`src/rtl/time_set_ctrl.sv`:
```
// time_set_ctrl: time-of-day counter with front-panel set controller.
//   Counts hh:mm:ss from a 1 Hz tick; key_mode cycles RUN -> SET_H -> SET_M
//   -> SET_S -> RUN, and key_inc increments the selected field (no carry).
//   While a field is being set it blinks through the blank code.
// Ports:
//   clk       system clock, rising edge
//   rst       asynchronous active-high reset
//   tick      1-cycle pulse per second
//   key_mode  mode button level (debounced, synchronized)
//   key_inc   increment button level (debounced, synchronized)
//   sec       seconds 0..59      (display num0)
//   min       minutes 0..59      (display num1)
//   hour      hours 0..HOURS-1   (display num2)
//   blank     field-blank code: 00 none, 01 sec, 10 min, 11 hour
//   setting   high in any SET state (clock paused)
module time_set_ctrl #(
   parameter int unsigned BLINK_DIV = 25_000_000,
   parameter int unsigned HOURS     = 24
) (
   input  logic       clk,
   input  logic       rst,
   input  logic       tick,
   input  logic       key_mode,
   input  logic       key_inc,
   output logic [6:0] sec,
   output logic [6:0] min,
   output logic [6:0] hour,
   output logic [1:0] blank,
   output logic       setting
);

   localparam int unsigned     CW         = $clog2(BLINK_DIV);
   localparam logic [CW-1:0]   BLINK_LAST = CW'(BLINK_DIV - 1);
   localparam logic [6:0]      HOUR_LAST  = 7'(HOURS - 1);
   localparam logic [6:0]      MS_LAST    = 7'd59;

   typedef enum logic [1:0] {
      RUN   = 2'b00,
      SET_H = 2'b01,
      SET_M = 2'b10,
      SET_S = 2'b11
   } state_t;

   state_t        state;
   state_t        state_nxt;
   logic          key_mode_q;
   logic          key_inc_q;
   logic          mode_ev;
   logic          inc_ev;
   logic          inc_acc;
   logic [CW-1:0] blink_cnt;
   logic          blink_phase;
   logic [1:0]    field_code;

   // Rising-edge detection against last cycle's key levels.
   assign mode_ev = key_mode & ~key_mode_q;
   assign inc_ev  = key_inc & ~key_inc_q;
   // An increment is only accepted while setting, and mode wins a tie.
   assign inc_acc = inc_ev & ~mode_ev & (state != RUN);

   // State register
   always_ff @(posedge clk or posedge rst) begin
      if (rst) state <= RUN;
      else     state <= state_nxt;
   end

   // Next-state logic
   always_comb begin
      state_nxt = state;
      if (mode_ev) begin
         case (state)
            RUN:     state_nxt = SET_H;
            SET_H:   state_nxt = SET_M;
            SET_M:   state_nxt = SET_S;
            SET_S:   state_nxt = RUN;
            default: state_nxt = RUN;
         endcase
      end
   end

   // Output decode (from registered state and blink phase only)
   always_comb begin
      setting = (state != RUN);
      case (state)
         SET_H:   field_code = 2'b11;
         SET_M:   field_code = 2'b10;
         SET_S:   field_code = 2'b01;
         default: field_code = 2'b00;
      endcase
      blank = (setting && blink_phase) ? field_code : 2'b00;
   end

   // Key history
   always_ff @(posedge clk or posedge rst) begin
      if (rst) begin
         key_mode_q <= 1'b0;
         key_inc_q  <= 1'b0;
      end else begin
         key_mode_q <= key_mode;
         key_inc_q  <= key_inc;
      end
   end

   // Blink timer: restarts on any keypress so the field is shown at once.
   always_ff @(posedge clk or posedge rst) begin
      if (rst) begin
         blink_cnt   <= '0;
         blink_phase <= 1'b0;
      end else if (mode_ev || inc_acc) begin
         blink_cnt   <= '0;
         blink_phase <= 1'b0;
      end else if (blink_cnt == BLINK_LAST) begin
         blink_cnt   <= '0;
         blink_phase <= ~blink_phase;
      end else begin
         blink_cnt   <= blink_cnt + CW'(1);
      end
   end

   // Time-of-day fields. Ticks use the current state, so a tick coinciding
   // with the mode press out of RUN still counts.
   always_ff @(posedge clk or posedge rst) begin
      if (rst) begin
         sec  <= '0;
         min  <= '0;
         hour <= '0;
      end else if (state == RUN && tick) begin
         if (sec == MS_LAST) begin
            sec <= '0;
            if (min == MS_LAST) begin
               min  <= '0;
               hour <= (hour == HOUR_LAST) ? '0 : hour + 7'd1;
            end else begin
               min <= min + 7'd1;
            end
         end else begin
            sec <= sec + 7'd1;
         end
      end else if (inc_acc) begin
         case (state)
            SET_H:   hour <= (hour == HOUR_LAST) ? '0 : hour + 7'd1;
            SET_M:   min  <= (min == MS_LAST)    ? '0 : min + 7'd1;
            SET_S:   sec  <= (sec == MS_LAST)    ? '0 : sec + 7'd1;
            default: ;
         endcase
      end
   end

endmodule
```
`config.mk`:
```
export PLATFORM = sky130hd
export DESIGN_NAME = time_set_ctrl
export DESIGN_NICKNAME = d
export VERILOG_FILES = /design/src/rtl/time_set_ctrl.sv
export SDC_FILE = /design/constraint.sdc
export NUM_CORES = 1
export LEC_CHECK = 0
export ABC_AREA = 1
export CORE_UTILIZATION = 30
export DETAILED_ROUTE_END_ITERATION = 8
export PLACE_DENSITY = 0.5
export SYNTH_ARGS = -nofsm -noshare
export SYNTH_HDL_FRONTEND = slang
export SYNTH_SLANG_ARGS = --single-unit
export TNS_END_PERCENT = 1
```
`constraint.sdc`:
```
create_clock -name clk -period 2.2 [get_ports clk]
set_input_delay 0.44 -clock clk [delete_from_list [all_inputs] [get_ports clk]]
set_output_delay 0.44 -clock clk [all_outputs]
set_load 0.01 [all_outputs]
```
==> impl_results.md <==
- Post-synth top area share: 0.4254
- VDD IR-drop max: 0.4500 mV
- Reg2reg setup slack: 0.43 ns
- Syn Inst Count: 383
- Synth Warn #: 0
- Slew Limit Fails: 0
- Asr flop ratio synth: 1.000
- Cell Area, Synth: 3000 µm²
- Min cycle time layout: 2.064 ns
- Drt first-iter violations: 137
- Multi-input logic area: 1562 µm²
- Post-synth cell types: 33
- Layout Nets: 433
- DRC errors left: 0
- Sw Share: 0.3683
- Rows: 36
- Post-synth EDFFs: 0
- Boundary pin count: 29
- Wire per inst: 11.88 µm
- Routability Congestion: 0.7840
- Final hold violation count: 0
- Flops & latches, synth: 51
- Max Cap Viol: 0
- Worst slew margin: 0.7201
- Post-Syn Nets: 397
- Routed WL: 6557 µm
- Clk Latency, worst-skew pair: 0.31 ns
- Internal power: 1.804 mW
- Most used DFF post-synth: dfrtp_1
- Ant diodes: 0
- CTS root buffer: clkbuf_8
- CTS HTree Levels: 2
- CTS tree: yes
- Commonest non-fill, non-tap cell in the layout: nand2_1
- Max Root-Sink Buffers: 2
- First-pass GRT wire length: 11180 µm
- Reg area: 1276 µm²
- Ranking of synthesized cells by area: dfrtp_1 43%, nand2_1 12%, nor2_1 8.6%
- Worst Path Required: 1.76 ns
- Period utilization: 0.9380
- Initial Util: 0.3084
- Cts hold-fix bufs: 0
- Crit Path Max Fanout: 4
- Sequential-to-total area share from yosys stat: 0.4254
- Layout cells sized above 1: 0.1074
- Setup TNS: 0 ns
- Cells on worst reg2reg path: 10
- Antenna violations before repair: 0
- Drt pass-1 iters: 4
- Vias post-DR: 2421
- Vias in the first global route: 2307
- Reg clk slew, reported paths: 0.10 ns
- Fmax: 484.6 MHz
- Mapped Avg Cell Area: 7.834 µm²
- Worst path arrival time: 1.62 ns
- Most frequent cells in the layout: 92 x nand2_1, 69 x nor2_1, 51 x dfrtp_1, 38 x nand3_1, 33 x inv_1
- Clock Sinks: 51
- Flop pwr share: 0.446
- Clk network pwr share: 0.205
- Startpoint Class: register
- Vias per cell: 4.386
- Cell type with the largest total area after synthesis: dfrtp_1
- R2R Path Start: state[0]
- Combinational share of power: 0.350
- Total core area: 9729 µm²
- Class of the worst hold path: in2async
- All-Layer GR Usage: 0.1382
- Buffers on Ports: 28
- Largest net degree at the start of global routing: 33
- Psw: 1.052 mW
- P_leak: 1.515 nW
- Worst hold slack: 0.4716 ns
- R2R Path End: hour[2]
- Pwr dens: 805.9 nW/µm²
- Die ar.: 10410 µm²
- CTS Buf Count: 5
- Outcome: completed
- Die height: 102.0 µm
- Worst-margin pin slew: 0.4198 ns
- DP HPWL: 4905 µm
- Final setup vio count: 0
- Die width: 102.0 µm
- Setup CP Type: reg2out
- Layout Area Growth over Synthesis: 18.14%
- DRT antenna net count: 0
- Worst Clk Skew: 0.01026 ns
- Total gr overflow: 0
- Critical Path End Type: primary output
- Fill cell count: 1072
kinds of logic after synthesis:
family | Yosys count | synth area share
AO/OA/AOI/OAI | 26 | 0.05922
XOR/XNOR | 20 | 0.05838
adder cells (fa/ha/maj) | 9 | 0.03753
buffers and inverters | 40 | 0.05421
flip-flops | 51 | 0.4254
AND/OR/NAND/NOR | 237 | 0.3653
what timing repair did:
action	in CTS	in global routing
gates resized for setup	2	1
setup endpoints to repair	2	1
buffers inserted	0	0
pin swaps	0	0
final cells by class:
cell class,instances,share of cell area
clock inverter,1,0.002471
clock buffer,6,0.02330
multi-input combinational,292,0.4405
inverter,37,0.03918
timing repair buffer,32,0.08754
tap,133,0.04695
sequential,51,0.3600
cell usage after synthesis (5+ instances only):
library cell	count
nor2_1	69
ha_1	9
xor2_1	12
xnor2_1	8
dfrtp_1	51
nor2_4	5
nand2_2	7
nand4_1	7
nand3_1	38
inv_1	34
o21ai_2	6
o21ai_0	13
nand2_1	92
state kept, by name, summed over array words and instances (netlist names):
register	flops
state	2
blink_cnt	25
min	7
key_inc_q	1
key_mode_q	1
hour	7
blink_phase	1
sec	7
per-stage QoR:
stage	worst slack (ns)	std cells	total power, mW	util	instance area, µm²
2_1_floorplan	0.5305	383	1.891	-	3000
3_3_place_gp	0.2067	545	2.303	0.3549	3453
3_5_place_dp	0.1641	545	2.317	0.3549	3453
4_1_cts	0.08816	552	2.903	0.3641	3542
5_1_grt	-0.01022	552	3.114	0.3643	3545
6_report	0.1364	552	2.857	0.3643	3545
worst max-delay path, stage by stage (launching register included):
cell           delay, ns
dfrtp_1             0.39
inv_1               0.09
ha_1                0.21
inv_1               0.07
nand2_1             0.07
nor3_1              0.17
dlygate4sd2_1       0.30
routing by layer:
| layer | vias up | GRT usage | share of wire |
|---|---|---|---|
| met3 | 4 | 0.03283 | 0.033 |
| met4 | 0 | 0.03626 | 0.011 |
| met2 | 43 | 0.2019 | 0.44 |
| met5 | - | 0 | 0 |
| li1 | 1287 | - | - |
| met1 | 1087 | 0.2032 | 0.52 |
power by group through the flow:
stage,sequential (mW),clock [mW],combinational [mW]
final,1.27,0.585,0.999
after global routing,1.30,0.656,1.15
after CTS,1.28,0.608,1.02
after detailed placement,1.30,0,1.02
after global placement,1.29,0,1.01
after floorplan,1.30,0,0.593
worst max path at each step:
stage | from | to | slack, ns
final | state[0] | blank[0] | 0.14
after global routing | state[0] | blank[0] | -0.01
after CTS | state[0] | setting | 0.09
after detailed placement | state[0] | blank[0] | 0.16
after global placement | state[0] | blank[0] | 0.21
after floorplan | rst | blink_cnt[0] | 0.53
(Power assumes the default switching activity.)
